`config.mk`:
```
export PLATFORM = sky130hd
export DESIGN_NAME = enemy_formation
export DESIGN_NICKNAME = d
export VERILOG_FILES = /design/src/rtl/space_pkg.sv /design/src/rtl/enemy_hit_detect.sv /design/src/rtl/enemy_formation.sv
export SDC_FILE = /design/constraint.sdc
export NUM_CORES = 1
export LEC_CHECK = 0
export BUFFER_PORTS_ARGS = -buffer_cell sky130_fd_sc_hd__clkbuf_2
export CORE_MARGIN = 1
export CORE_UTILIZATION = 40
export CTS_CLUSTER_SIZE = 16
export DETAILED_ROUTE_END_ITERATION = 10
export PLACE_DENSITY = 0.72
export SETUP_SLACK_MARGIN = 0.02
export SLEW_MARGIN = 20
export SYNTH_ARGS = -nofsm -noshare
export SYNTH_HDL_FRONTEND = slang
export SYNTH_SLANG_ARGS = --single-unit
export TNS_END_PERCENT = 1
```
`constraint.sdc`:
```
create_clock -name Clk -period 8.8 [get_ports Clk]
set_clock_uncertainty 0.05 [all_clocks]
set_input_delay 0.44 -clock Clk [delete_from_list [all_inputs] [get_ports Clk]]
set_output_delay 0.44 -clock Clk [all_outputs]
set_load 0.02 [all_outputs]
```
`src/rtl/space_pkg.sv`:
```
// Shared types and constants for the enemy formation block.
package space_pkg;

  // Formation life cycle: waiting for a wave, marching, or wave wiped out.
  typedef enum logic [1:0] {
    IDLE    = 2'd0,
    RUN     = 2'd1,
    CLEARED = 2'd2
  } state_t;

  localparam int NUM_COLS_DEF = 10;
  localparam int NUM_ROWS_DEF = 6;

  // Geometry in pixels.
  localparam logic [9:0] COL_PITCH  = 10'd64;
  localparam logic [9:0] SPRITE_W   = 10'd32;
  localparam logic [9:0] ROW_TOP    = 10'd32;
  localparam logic [9:0] ROW_H      = 10'd32;
  localparam logic [9:0] OFFSET_MAX = 10'd32;
  localparam logic [9:0] STEP_PX    = 10'd4;

  // Sprite frame bases.
  localparam logic [7:0] FRAME_A = 8'd0;
  localparam logic [7:0] FRAME_B = 8'd8;

  // March period (frames per step) falls as the formation thins out.
  localparam logic [5:0] THR_0 = 6'd40;
  localparam logic [5:0] THR_1 = 6'd20;
  localparam logic [5:0] THR_2 = 6'd5;
  localparam logic [4:0] PER_0 = 5'd16;
  localparam logic [4:0] PER_1 = 5'd8;
  localparam logic [4:0] PER_2 = 5'd4;
  localparam logic [4:0] PER_3 = 5'd2;

  // Frames per step for a given alive count.
  function automatic logic [4:0] step_period(input logic [5:0] alive);
    if (alive >= THR_0)      return PER_0;
    else if (alive >= THR_1) return PER_1;
    else if (alive >= THR_2) return PER_2;
    else                     return PER_3;
  endfunction

endpackage

```
`src/rtl/enemy_hit_detect.sv`:
```
// Combinational missile-versus-formation hit test.
module enemy_hit_detect
  import space_pkg::*;
#(
  parameter int NUM_COLS = NUM_COLS_DEF,
  parameter int NUM_ROWS = NUM_ROWS_DEF
) (
  input  logic                               i_exists,
  input  logic [9:0]                         i_x,
  input  logic [9:0]                         i_y,
  input  logic [9:0]                         i_offset,
  input  logic [NUM_COLS-1:0][NUM_ROWS-1:0]  i_status,
  output logic                               o_hit_valid,
  output logic [3:0]                         o_hit_col,
  output logic [2:0]                         o_hit_row
);

  localparam logic [9:0] Y_END = 10'(32 + 32 * NUM_ROWS);

  logic [9:0] w_nx;
  logic       w_in_range;

  assign w_nx      = i_x - i_offset;
  assign o_hit_col = w_nx[9:6];
  assign o_hit_row = i_y[7:5] - 3'd1;

  // Missile is over a sprite cell (not a gap, not past the last column, inside the row band).
  assign w_in_range = i_exists && (i_x >= i_offset) && !w_nx[5] &&
                      ({1'b0, w_nx[9:6]} < 5'(NUM_COLS)) &&
                      (i_y >= ROW_TOP) && (i_y < Y_END);

  // Only an alive enemy under the missile counts as a hit.
  always_comb begin
    o_hit_valid = 1'b0;
    if (w_in_range) o_hit_valid = i_status[o_hit_col][o_hit_row];
  end

endmodule

```
`src/rtl/enemy_formation.sv`:
```
// Enemy formation: wave load, marching, missile hits and wave-cleared detection.
module enemy_formation
  import space_pkg::*;
#(
  parameter int NUM_COLS = NUM_COLS_DEF,
  parameter int NUM_ROWS = NUM_ROWS_DEF
) (
  input  logic                              Clk,
  input  logic                              Reset,
  input  logic                              frame_tick,
  input  logic                              start,
  input  logic                              pmissile_exists,
  input  logic [9:0]                        pMissileX,
  input  logic [9:0]                        pMissileY,
  output logic [9:0]                        enemy_offset,
  output logic [7:0]                        animation_offset,
  output logic [NUM_COLS-1:0][NUM_ROWS-1:0] enemy_status,
  output logic                              pmissile_hit,
  output logic                              all_dead,
  output logic [1:0]                        o_dbg_state,
  output logic [5:0]                        o_dbg_alive
);

  localparam logic [5:0] FULL_COUNT = 6'(NUM_COLS * NUM_ROWS);

  state_t                            r_state, w_state_n;
  logic [NUM_COLS-1:0][NUM_ROWS-1:0] r_status, w_status_n;
  logic [5:0]                        r_alive, w_alive_n;
  logic [9:0]                        r_offset, w_offset_n;
  logic                              r_dir, w_dir_n;   // 0 = right, 1 = left
  logic [7:0]                        r_anim, w_anim_n;
  logic [3:0]                        r_step, w_step_n;
  logic                              r_hit, w_hit_n;
  logic                              r_all_dead;

  logic       w_hit_valid;
  logic [3:0] w_hit_col;
  logic [2:0] w_hit_row;
  logic [4:0] w_last;

  // Hit test always uses the offset currently on the outputs (pre-step).
  enemy_hit_detect #(.NUM_COLS(NUM_COLS), .NUM_ROWS(NUM_ROWS)) u_hit (
    .i_exists    (pmissile_exists),
    .i_x         (pMissileX),
    .i_y         (pMissileY),
    .i_offset    (r_offset),
    .i_status    (r_status),
    .o_hit_valid (w_hit_valid),
    .o_hit_col   (w_hit_col),
    .o_hit_row   (w_hit_row)
  );

  assign w_last = step_period(r_alive) - 5'd1;

  // Next-state and datapath: reload beats everything, then hit and march combine.
  always_comb begin
    w_state_n  = r_state;
    w_status_n = r_status;
    w_alive_n  = r_alive;
    w_offset_n = r_offset;
    w_dir_n    = r_dir;
    w_anim_n   = r_anim;
    w_step_n   = r_step;
    w_hit_n    = 1'b0;
    if (start) begin
      w_state_n  = RUN;
      w_status_n = '1;
      w_alive_n  = FULL_COUNT;
      w_offset_n = '0;
      w_dir_n    = 1'b0;
      w_anim_n   = FRAME_A;
      w_step_n   = '0;
    end else if (r_state == RUN) begin
      if (w_hit_valid && (r_alive != 6'd0)) begin
        w_status_n[w_hit_col][w_hit_row] = 1'b0;
        w_alive_n = r_alive - 6'd1;
        w_hit_n   = 1'b1;
      end
      if (frame_tick) begin
        if ({1'b0, r_step} >= w_last) begin
          w_step_n = '0;
          w_anim_n = (r_anim == FRAME_A) ? FRAME_B : FRAME_A;
          if (!r_dir) begin
            if (r_offset + STEP_PX > OFFSET_MAX) w_dir_n = 1'b1;
            else                                 w_offset_n = r_offset + STEP_PX;
          end else begin
            if (r_offset < STEP_PX) w_dir_n = 1'b0;
            else                    w_offset_n = r_offset - STEP_PX;
          end
        end else begin
          w_step_n = r_step + 4'd1;
        end
      end
      // Last kill: freeze the formation where it stands.
      if (w_hit_n && (w_alive_n == 6'd0)) begin
        w_state_n  = CLEARED;
        w_offset_n = r_offset;
        w_anim_n   = r_anim;
        w_dir_n    = r_dir;
        w_step_n   = r_step;
      end
    end
  end

  // State and datapath registers; reset drops any pending update.
  always_ff @(posedge Clk or posedge Reset) begin
    if (Reset) begin
      r_state    <= IDLE;
      r_status   <= '0;
      r_alive    <= '0;
      r_offset   <= '0;
      r_dir      <= 1'b0;
      r_anim     <= FRAME_A;
      r_step     <= '0;
      r_hit      <= 1'b0;
      r_all_dead <= 1'b0;
    end else begin
      r_state    <= w_state_n;
      r_status   <= w_status_n;
      r_alive    <= w_alive_n;
      r_offset   <= w_offset_n;
      r_dir      <= w_dir_n;
      r_anim     <= w_anim_n;
      r_step     <= w_step_n;
      r_hit      <= w_hit_n;
      r_all_dead <= (w_state_n == CLEARED);
    end
  end

  assign enemy_offset     = r_offset;
  assign animation_offset = r_anim;
  assign enemy_status     = r_status;
  assign pmissile_hit     = r_hit;
  assign all_dead         = r_all_dead;
  assign o_dbg_state      = r_state;
  assign o_dbg_alive      = r_alive;

endmodule

```
### Yosys cells after proc, flatten, opt, wreduce, memory -nomap -nowiden

Index checks and enable logic that the tools add are counted.

| storage, ports and cells | value |
|---|---|
| flip-flop bits (word level) | 93 |
| bits of input ports | 25 |
| output and inout port bits | 88 |
| word-level logic and storage cells | 122 |

| operators by class | value |
|---|---|
| add/subtract/negate cells | 7 |
| $lt $le $gt $ge | 14 |
| equality and inequality tests | 5 |
| mux-type cells | 55 |
| bitwise operators | 2 |
| reduce and logical (&&, ||, !) cells | 21 |

Operators with widths:

| operator | count |
|---|---|
| 2-to-1 mux 60 bit | 3 |
| 2-to-1 mux 10 bit | 8 |
| AND 60 bit | 1 |
| NOT 60 bit | 1 |
| 2-to-1 mux 6 bit | 7 |
| 2-to-1 mux 8 bit | 5 |
| 2-to-1 mux 4 bit | 7 |
| binary-select mux 6 bit (select 4 bit) | 1 |
| demux 6 bit (select 4 bit) | 1 |
| 2-to-1 mux 1 bit | 16 |
| adder 10 x 3 -> 10 bit (second input constant) | 1 |
| >= comparator 10 bit | 1 |
| >= comparator 10 x 6 -> 1 bit (second input constant) | 1 |
| > comparator 10 x 6 -> 1 bit (second input constant) | 1 |
| < comparator 10 x 3 -> 1 bit (second input constant) | 1 |
| < comparator 10 x 8 -> 1 bit (second input constant) | 1 |
| subtractor 10 bit | 1 |
| subtractor 10 x 3 -> 10 bit (second input constant) | 1 |
| logical AND 1 bit | 9 |
| zero test 8 bit | 1 |
| nonzero test 2 bit | 4 |
| >= comparator 6 x 3 -> 1 bit (second input constant) | 1 |
| >= comparator 6 x 5 -> 1 bit (second input constant) | 1 |
| >= comparator 6 bit (second input constant) | 1 |
| 26 further kinds | 29 |

### Logic depth before layout (Yosys ltp)

Gate-level depths: netlist (run 1).

| depth | value |
|---|---|
| depth in word-level cells | 17 |
| mapped depth | 17 |
| gate-level depth less buffers | 12 |

### Hierarchy

From an unflattened synthesis (run 1), not the netlist that was laid out.

| second synthesis, totals | value |
|---|---|
| cell total of the unflattened synthesis | 694 |
| area, all modules | 6025.8 um^2 |

By module, submodules not included:

| module | times used | cells each | area an instance (um^2) | sequential area each (um^2) |
|---|---|---|---|---|
| enemy_formation | 1 | 430 | 4195.3 | 2102.0 |
| enemy_hit_detect | 1 | 264 | 1830.5 | 0.0 |

### Least setup slack after synthesis (run 1)

Ideal clock, no wire load.

| timing path | value |
|---|---|
| path type | register to register |
| start point | reg r_offset[4], in the netlist enemy_offset[4] |
| end point | reg r_offset[5], in the netlist enemy_offset[5] |
| setup time | 0.078 ns |
| arrival | 3.950 ns |
| required time | 8.672 ns |
| setup slack | 4.722 ns |
| stages on the path, launching flop included | 16 |
| clock period less this slack | 4.078 ns |
| path through | dfrtp_1 > clkbuf_1 > inv_1 > ha_1 > or3_4 > o22a_1 > and4b_1 > buf_6 > a211oi_2 > o21ai_1 > a221o_1 > a311oi_4 > nor4_2 > buf_6 > or4_1 > a21oi_1 |

| between the ends | value |
|---|---|
| longest elaborated chain between the ends | 15 |
| elaborated cells between the ends (all ways) | 39 |
| classes of those cells | 3 x add/sub; 4 x order compare; 3 x eq/ne; 19 x mux; 10 x reduce/logical |

RTL lines:

| what | RTL line | text |
|---|---|---|
| start: declaration | enemy_formation.sv:29 | `logic [9:0] r_offset, w_offset_n;` |
| start signal: assignment | enemy_formation.sv:121 | `r_offset <= w_offset_n;` |
| parallel branches: the longest is 15 deep, another holds subtractor 10 bit | -- |  |

Several ways; the timed one is not identified. The select of a mux whose other input is x is not followed.
A chain may end at the register's enable or synchronous reset.

### Worst setup path after layout (run 1)

| timing path | value |
|---|---|
| start point | reg r_offset[5], in the netlist enemy_offset[5] |
| end point | reg r_status, in the netlist enemy_status[47] |

| between the ends | value |
|---|---|
| longest elaborated chain between the ends | 10 |
| elaborated cells between the ends (all ways) | 27 |
| classes of those cells | 1 x add/sub; 4 x order compare; 10 x mux; 2 x bitwise; 10 x reduce/logical |

RTL lines:

| what | RTL line | text |
|---|---|---|
| subtractor 10 bit or >= comparator 10 bit (tied branches) | enemy_hit_detect.sv:23, enemy_hit_detect.sv:28 |  |
| < comparator 4 x 5 -> 1 bit (implied by the code) (tied with other cells) | enemy_formation.sv:75 | `w_status_n[w_hit_col][w_hit_row] = 1'b0;` |
| logical AND 1 bit (on tied branches) | enemy_formation.sv:75, enemy_hit_detect.sv:28 |  |
| 2-to-1 mux 6 bit (implied by the code) or logical AND 1 bit (tied branches) | enemy_formation.sv:75, enemy_hit_detect.sv:28 |  |
| demux 6 bit (select 4 bit) or logical AND 1 bit (tied branches) | enemy_formation.sv:75, enemy_hit_detect.sv:29 |  |
| NOT 60 bit (no source line) or logical AND 1 bit (tied branches) | -- |  |
| AND 60 bit (no source line) or 2-to-1 mux 1 bit (tied branches) | -- |  |
| 2-to-1 mux 60 bit or logical AND 1 bit (tied branches) | enemy_formation.sv:74 | `if (w_hit_valid && (r_alive != 6'd0)) begin` |
| 2-to-1 mux 60 bit or nonzero test 2 bit (tied branches) | -- |  |
| 2-to-1 mux 60 bit or AND reduction 2 bit (tied branches) | -- |  |
| end signal: assignment | enemy_formation.sv:119 | `r_status <= w_status_n;` |
| end: declaration | enemy_formation.sv:27 | `logic [NUM_COLS-1:0][NUM_ROWS-1:0] r_status, w_status_n;` |

Several ways; a longest one is shown, not always the timed one. The select of a mux whose other input is x is not followed.

==> results of run 1 <==
-- placed cells by master (no fill, tap or decap), types with 7 or more instances in the layout --
| cell | Yosys | routed |
|---|---|---|
| a211oi_1 | 8 | 8 |
| a21o_1 | 35 | 35 |
| a21oi_1 | 28 | 28 |
| and3_1 | 9 | 9 |
| clkbuf_16 | 0 | 9 |
| clkbuf_2 | 0 | 101 |
| conb_1 | 1 | 9 |
| dfrtp_1 | 84 | 84 |
| ha_1 | 19 | 19 |
| inv_1 | 21 | 20 |
| mux2i_1 | 15 | 15 |
| nand2_1 | 32 | 32 |
| nand3_1 | 63 | 63 |
| nand4_1 | 7 | 7 |
| nor2_1 | 37 | 37 |
| nor3_1 | 17 | 17 |
| o21ai_0 | 25 | 25 |
| o22a_1 | 26 | 26 |
| o31ai_1 | 7 | 7 |
| or4_1 | 7 | 7 |
-- worst paths after layout --
check                                 from                to  slack [ns]  depth (start not counted)
hold / removal                       Reset   enemy_offset[5]        0.22                          3
hold reg to reg            enemy_status[4]   enemy_status[4]        0.46                          1
min in group Clk           enemy_status[4]   enemy_status[4]        0.46                          1
setup / recovery           enemy_offset[5]  enemy_status[47]        3.64                         14
max in group asynchronous            Reset  enemy_status[40]        7.92                          3
setup reg to reg           enemy_offset[5]  enemy_status[47]        3.64                         14
-- registers in the layout, summed over array words and instances, names as in the netlist --
register          cells
enemy_status         60
enemy_offset          8
o_dbg_alive           6
r_step                4
o_dbg_state           2
all_dead              1
animation_offset      1
pmissile_hit          1
r_dir                 1
-- final cells by class --
| type | instances | area (um^2) |
|---|---|---|
| Fill cell | 1243 | 6640 |
| Tap cell | 172 | 215 |
| Multi-Input combinational cell | 442 | 2960 |
| Sequential cell | 84 | 2100 |
| Clock inverter | 6 | 40.0 |
| Timing Repair Buffer | 108 | 562 |
| Inverter | 21 | 80.1 |
| Clock buffer | 10 | 229 |
-- metal layers --
metal | up-vias | wire length (um) | GRT usage, %
met4 | 0 | 300 | 8.57
met5 | - | 0 | 0
li1 | 2338 | - | -
met3 | 26 | 1020 | 4.07
met1 | 2403 | 6660 | 29.0
met2 | 209 | 7110 | 35.5
-- per-stage QoR --
stage | total power [uW] | hold slack, ns | area (um^2) | cells | worst slack [ns]
final | 870 | 0.224 | 6190 | 843 | 3.64
after global routing | 903 | 0.312 | 6190 | 843 | 3.40
after CTS | 875 | 0.411 | 6180 | 843 | 3.77
after detailed placement | 523 | 0.446 | 5910 | 827 | 3.79
after global placement | 521 | 0.436 | 5910 | 827 | 3.86
after floorplan | 493 | 0.482 | 5360 | 591 | 4.72
-- power by group through the flow --
| stage | clock network, uW | logic (uW) | registers (uW) |
|---|---|---|---|
| final | 351 | 130 | 389 |
| after global routing | 373 | 142 | 388 |
| after CTS | 359 | 128 | 388 |
| after detailed placement | 0 | 127 | 396 |
| after global placement | 0 | 125 | 396 |
| after floorplan | 0 | 97.5 | 396 |
-- cell families after synthesis --
| family | after synthesis | share of synthesized area, % |
|---|---|---|
| XOR/XNOR | 7 | 1.15 |
| flip-flops | 84 | 39.4 |
| adder cells (fa/ha/maj) | 19 | 4.46 |
| multiplexers | 19 | 3.66 |
| buffers and inverters | 65 | 5.93 |
| other | 1 | 0.0703 |
| AO/OA/AOI/OAI | 184 | 25.4 |
| AND/OR/NAND/NOR | 204 | 19.9 |
-- worst register-to-register path, delay by kind of cell, from the launching register on --
kind	cells	cell delay, ns
and+or+nand+nor	4	1.64
AOI/OAI and AO/OA	4	1.27
buffers and inverters	3	0.82
DFF	1	0.55
muxes	2	0.39
adders and majority gates	1	0.32
-- Yosys cell counts (7+ instances only) --
library cell   n
dfrtp_1       84
nand3_1       63
nor2_1        37
a21o_1        35
nand2_1       32
a21oi_1       28
o22a_1        26
o21ai_0       25
inv_1         21
clkbuf_1      20
ha_1          19
nor3_1        17
mux2i_1       15
buf_2         10
buf_4         10
and3_1         9
a211oi_1       8
nand4_1        7
o31ai_1        7
or4_1          7
==> metrics.csv, run 1 <==
metric;value;unit
Vias;4976;
Antenna Violating Nets Remaining;0;
GRT Total Usage;21.9;%
io pins;113;
fmax;194;MHz
Slowest cell on crit path;nor2_1;
sw frac;29.1;%
Max H-tree Level;3;
GPL Wtd Cong;0.908;
Post-synth top flop;dfrtp_1;
cell repeated most along the worst path;buf_4;
grt total ovfl;0;
min-delay worst type;in2async;
Setup crit end kind;flip-flop;
leak pwr;0.00246;uW
critical-path cell list;inv_1, ha_1, or3_4, o221a_2, nor2_1, buf_4, mux2i_1, mux2_2, a221oi_1, a211oi_2, nor4b_4, buf_4, nand3_1, o22a_1;
Mapped Area;5330;um^2
Worst Max-Slew Pin Slew;0.849;ns
post-cts resize count;0;
Routed WL;15100;um
sequential cell fraction of total power;44.6;%
Vias per Instance;5.90;
CP bufs+invs;3;
DRC viols;0;
synth warn;0;
fin crit share;58.7;%
final core occ;48.3;%
global-route wire length before repair;24300;um
num rows;41;
ant diodes;0;
share of cells above drive strength 1;21.2;%
final setup fails;0;
Post-synth EDFFs;0;
area leader, netlist;dfrtp_1;
Cells after Synth;583;
Post-Syn Area per Cell;9.15;um^2
WS Path Type;reg2reg;
Slew HR;43.2;%
Switch Pwr;253;uW
Total Nets Final;710;
Seq/Total Area, Yosys;39.4;%
number of port buffers;101;
Internal Pwr Total;617;uW
status;completed;
die width;117;um
1st-iter DRT viols;413;
DP HPWL;10600;um
clock power share;40.4;%
ys async rst share;100;%
drt pass-1 iters;5;
Initial Util;41.6;%
Req. time, crit path;8.98;ns
slowest stage delay, CP;0.57;ns
largest fanout on the critical path;34;
final hold violation count;0;
Root Buffer;clkbuf_16;
CTS tree;built;
# hold bufs at CTS;0;
Worst-Skew Late Latency;0.35;ns
CTS Buf Count;9;
WP data arrival;5.34;ns
Routed wire per std cell;17.9;um
synth top area cells;dfrtp_1, nand3_1, a21o_1, ha_1, o22a_1;
core area;12800;um^2
post-CTS setup buffers;0;
top-area cell type share of the netlist area;39.4;%
clock sink total;84;
PD cells;141;nW/um^2
CTS max path bufs;2;
combinational fraction of design power;15.0;%
clk slew on worst S/H paths;0.06;ns
Area Overhead vs Synth;16.0;%
min cycle time layout;5.16;ns
Max VDD drop;79.3;uV
maxcap violations;0;
pin count of the biggest net entering global routing;85;
critical path startpoint category;flip-flop;
Max Slew Vio Count;0;
Final TNS setup;0;ns
Die H;117;um
Yosys reg bits;84;
CP top delay family;simple AND/OR/NAND/NOR gates;
vias in the first global route;4785;
Distinct cells, synth;69;
initial antenna violation count;0;
die area;13800;um^2
RSZ-0062 raised after global routing;false;
No activity file was read; power rests on OpenSTA's default activity.
==> run 2, diff against run 1 <==
==> constraint.sdc (replaced) <==
create_clock -name Clk -period 5.2 [get_ports Clk]
set_clock_uncertainty 0.05 [all_clocks]
set_input_delay 0.26 -clock Clk [delete_from_list [all_inputs] [get_ports Clk]]
set_output_delay 0.26 -clock Clk [all_outputs]
set_load 0.02 [all_outputs]
==> metrics.csv, run 2 (synthesis results as in run 1) <==
metric;value;unit;change
Max Slew Vio Count;0;;unchanged
Slowest cell on crit path;dfrtp_1;;
Slew HR;46.7;%;+3.4 points
largest fanout on the critical path;12;;-65%
critical path startpoint category;flip-flop;;
share of cells above drive strength 1;22.1;%;+0.96 points
Worst Max-Slew Pin Slew;0.794;ns;-0.0553 ns
WHS;-0.00873;ns;-0.233 ns
Setup crit end kind;flip-flop;;
Root Buffer;clkbuf_16;;
reg2reg path depth;13;;-1
Final TNS setup;0;ns;unchanged
min-delay worst type;in2async;;
drt pass-1 iters;5;;unchanged
Switch Pwr;435;uW;+72%
die width;117;um;unchanged
Total Nets Final;717;;+0.99%
Vias;5102;;+2.5%
commonest non-fill, non-tap cell in the layout;clkbuf_2;;
min cycle time layout;4.61;ns;-0.551 ns
post-cts resize count;0;;unchanged
Worst-Skew Late Latency;0.35;ns;about the same
fmax;217;MHz;+12%
sw frac;28.8;%;-0.32 points
violated checks;negative hold slack;;
slowest stage delay, CP;0.47;ns;-0.10 ns
CTS tree;built;;
global-route wire length before repair;24800;um;+2.1%
Internal Pwr Total;1080;uW;+74%
post-CTS setup buffers;0;;unchanged
initial antenna violation count;0;;unchanged
Area Overhead vs Synth;17.2;%;
CP bufs+invs;2;;-1
RSZ-0062 raised after global routing;false;;
1st-iter DRT viols;367;;-11%
Die H;117;um;unchanged
DP HPWL;10900;um;+2.9%
clock power share;41.5;%;+1.1 points
WS Path Type;reg2reg;;
clk slew on worst S/H paths;0.07;ns;about the same
final hold violation count;3;;+3
Sequential Area;2100;um^2;unchanged
max FFs per register;60;;unchanged
PnR worst setup slack;0.589;ns;-3.05 ns
pin count of the biggest net entering global routing;85;;unchanged
# hold bufs at CTS;0;;unchanged
vias in the first global route;4966;;+3.8%
Tot Pwr;1510;uW;+74%
fillers;1205;;-3.1%
Routed wire per std cell;17.8;um;-0.70%
reg2reg end;enemy_status[6];;
die area;13800;um^2;unchanged
Placed Instances;834;;+0.85%
PD cells;242;nW/um^2;+72%
ant diodes;0;;unchanged
io pins;113;;unchanged
fin crit share;88.7;%;+30 points
clock sink total;84;;unchanged
final setup fails;0;;unchanged
CTS Buf Count;9;;unchanged
core area;12800;um^2;unchanged
status;complete, but fails checks;;
number of port buffers;101;;unchanged
R2R setup slack;0.59;ns;-3.05 ns
critical path depth;13;;-1
CP endpoint;enemy_status[6];;
Reg-to-Reg Start;enemy_offset[6];;
DRC viols;0;;unchanged
Max VDD drop;188;uV;+140%
CP top delay family;compound AO/OA/AOI/OAI gates;;
Multi-input gate area;2950;um^2;-0.30%
Antenna Violating Nets Remaining;0;;unchanged
Routed WL;15100;um;+0.13%
Critical Path Start;enemy_offset[6];;
WP data arrival;4.79;ns;-0.55 ns
CTS max path bufs;2;;unchanged
critical-path cell list;inv_1, ha_1, nor4b_1, a22o_1, nor2_1, buf_4, mux2i_1, mux2_2, a221oi_1, a211oi_2, nor4b_4, nand3_1, o22a_1;;
combinational fraction of design power;15.0;%;about the same
grt total ovfl;0;;unchanged
post-place setup slack;0.725;ns;-3.06 ns
GRT Total Usage;22.5;%;+0.55 points
sequential cell fraction of total power;43.5;%;-1.1 points
Vias per Instance;6.00;;+1.7%
Initial Util;41.6;%;unchanged
Req. time, crit path;5.38;ns;-3.60 ns
most frequent cells in the layout;clkbuf_2, dfrtp_1, nand3_1;;
Final Instance Count excl. Fillers;850;;+0.83%
num rows;41;;unchanged
leak pwr;0.00250;uW;+1.8%
GPL Wtd Cong;0.924;;+1.8%
Max H-tree Level;3;;unchanged
maxcap violations;0;;unchanged
run 2: changes by cell type in the layout (fill, tap and decap cells not counted), sizes merged:
cell / change
buf: +7
clkinv: -1
clkbuf: +1
run 2: tightest hold or removal path, delay by kind of cell:
kind	cells	cell delay (ns)
buf+inv	3	0.65
run 2: how the worst min path moves through the flow:
| stage | startpoint | to | slack, ns | cells past startpoint |
|---|---|---|---|---|
| 4_1_cts | Reset | enemy_offset[5] | 0.22 | 3 |
| 3_5_place_dp | enemy_status[10] | enemy_status[10] | 0.44 | 1 |
| 2_1_floorplan | start | o_dbg_alive[1] | 0.44 | 2 |
| 3_3_place_gp | enemy_status[16] | enemy_status[16] | 0.44 | 1 |
| 6_report | Reset | enemy_offset[5] | -0.009 | 3 |
| 5_1_grt | Reset | enemy_offset[5] | 0.13 | 3 |
run 2: final cells by class:
| cell class | count | share of cell area (%) |
|---|---|---|
| flip-flops and latches | 84 | 33.6 |
| repair buffers | 115 | 9.83 |
| inverters | 21 | 1.28 |
| clock inverters | 5 | 0.560 |
| multi-input cells | 442 | 47.2 |
| well taps | 172 | 3.44 |
| clock buffers | 11 | 4.04 |
run 2: per-stage QoR:
step           area [um^2]  util (%)
2_1_floorplan         5360         -
3_3_place_gp          5960      46.5
3_5_place_dp          5960      46.5
4_1_cts               6250      48.7
5_1_grt               6250      48.7
6_report              6250      48.7
run 2: power groups by stage:
stage / clock network (uW) / registers, uW / logic (uW)
after global routing: 662 / 657 / 247
after floorplan: 0 / 670 / 165
final: 627 / 657 / 226
after CTS: 637 / 657 / 223
after detailed placement: 0 / 670 / 222
after global placement: 0 / 669 / 217
run 2: per-layer routing:
layer / global-route usage (%) / share of wire, % / vias up
met5: 0 / 0 / -
met3: 3.34 / 6.8 / 31
li1: - / - / 2358
met1: 29.7 / 43 / 2479
met2: 36.2 / 47 / 234
met4: 10.5 / 2.6 / 0
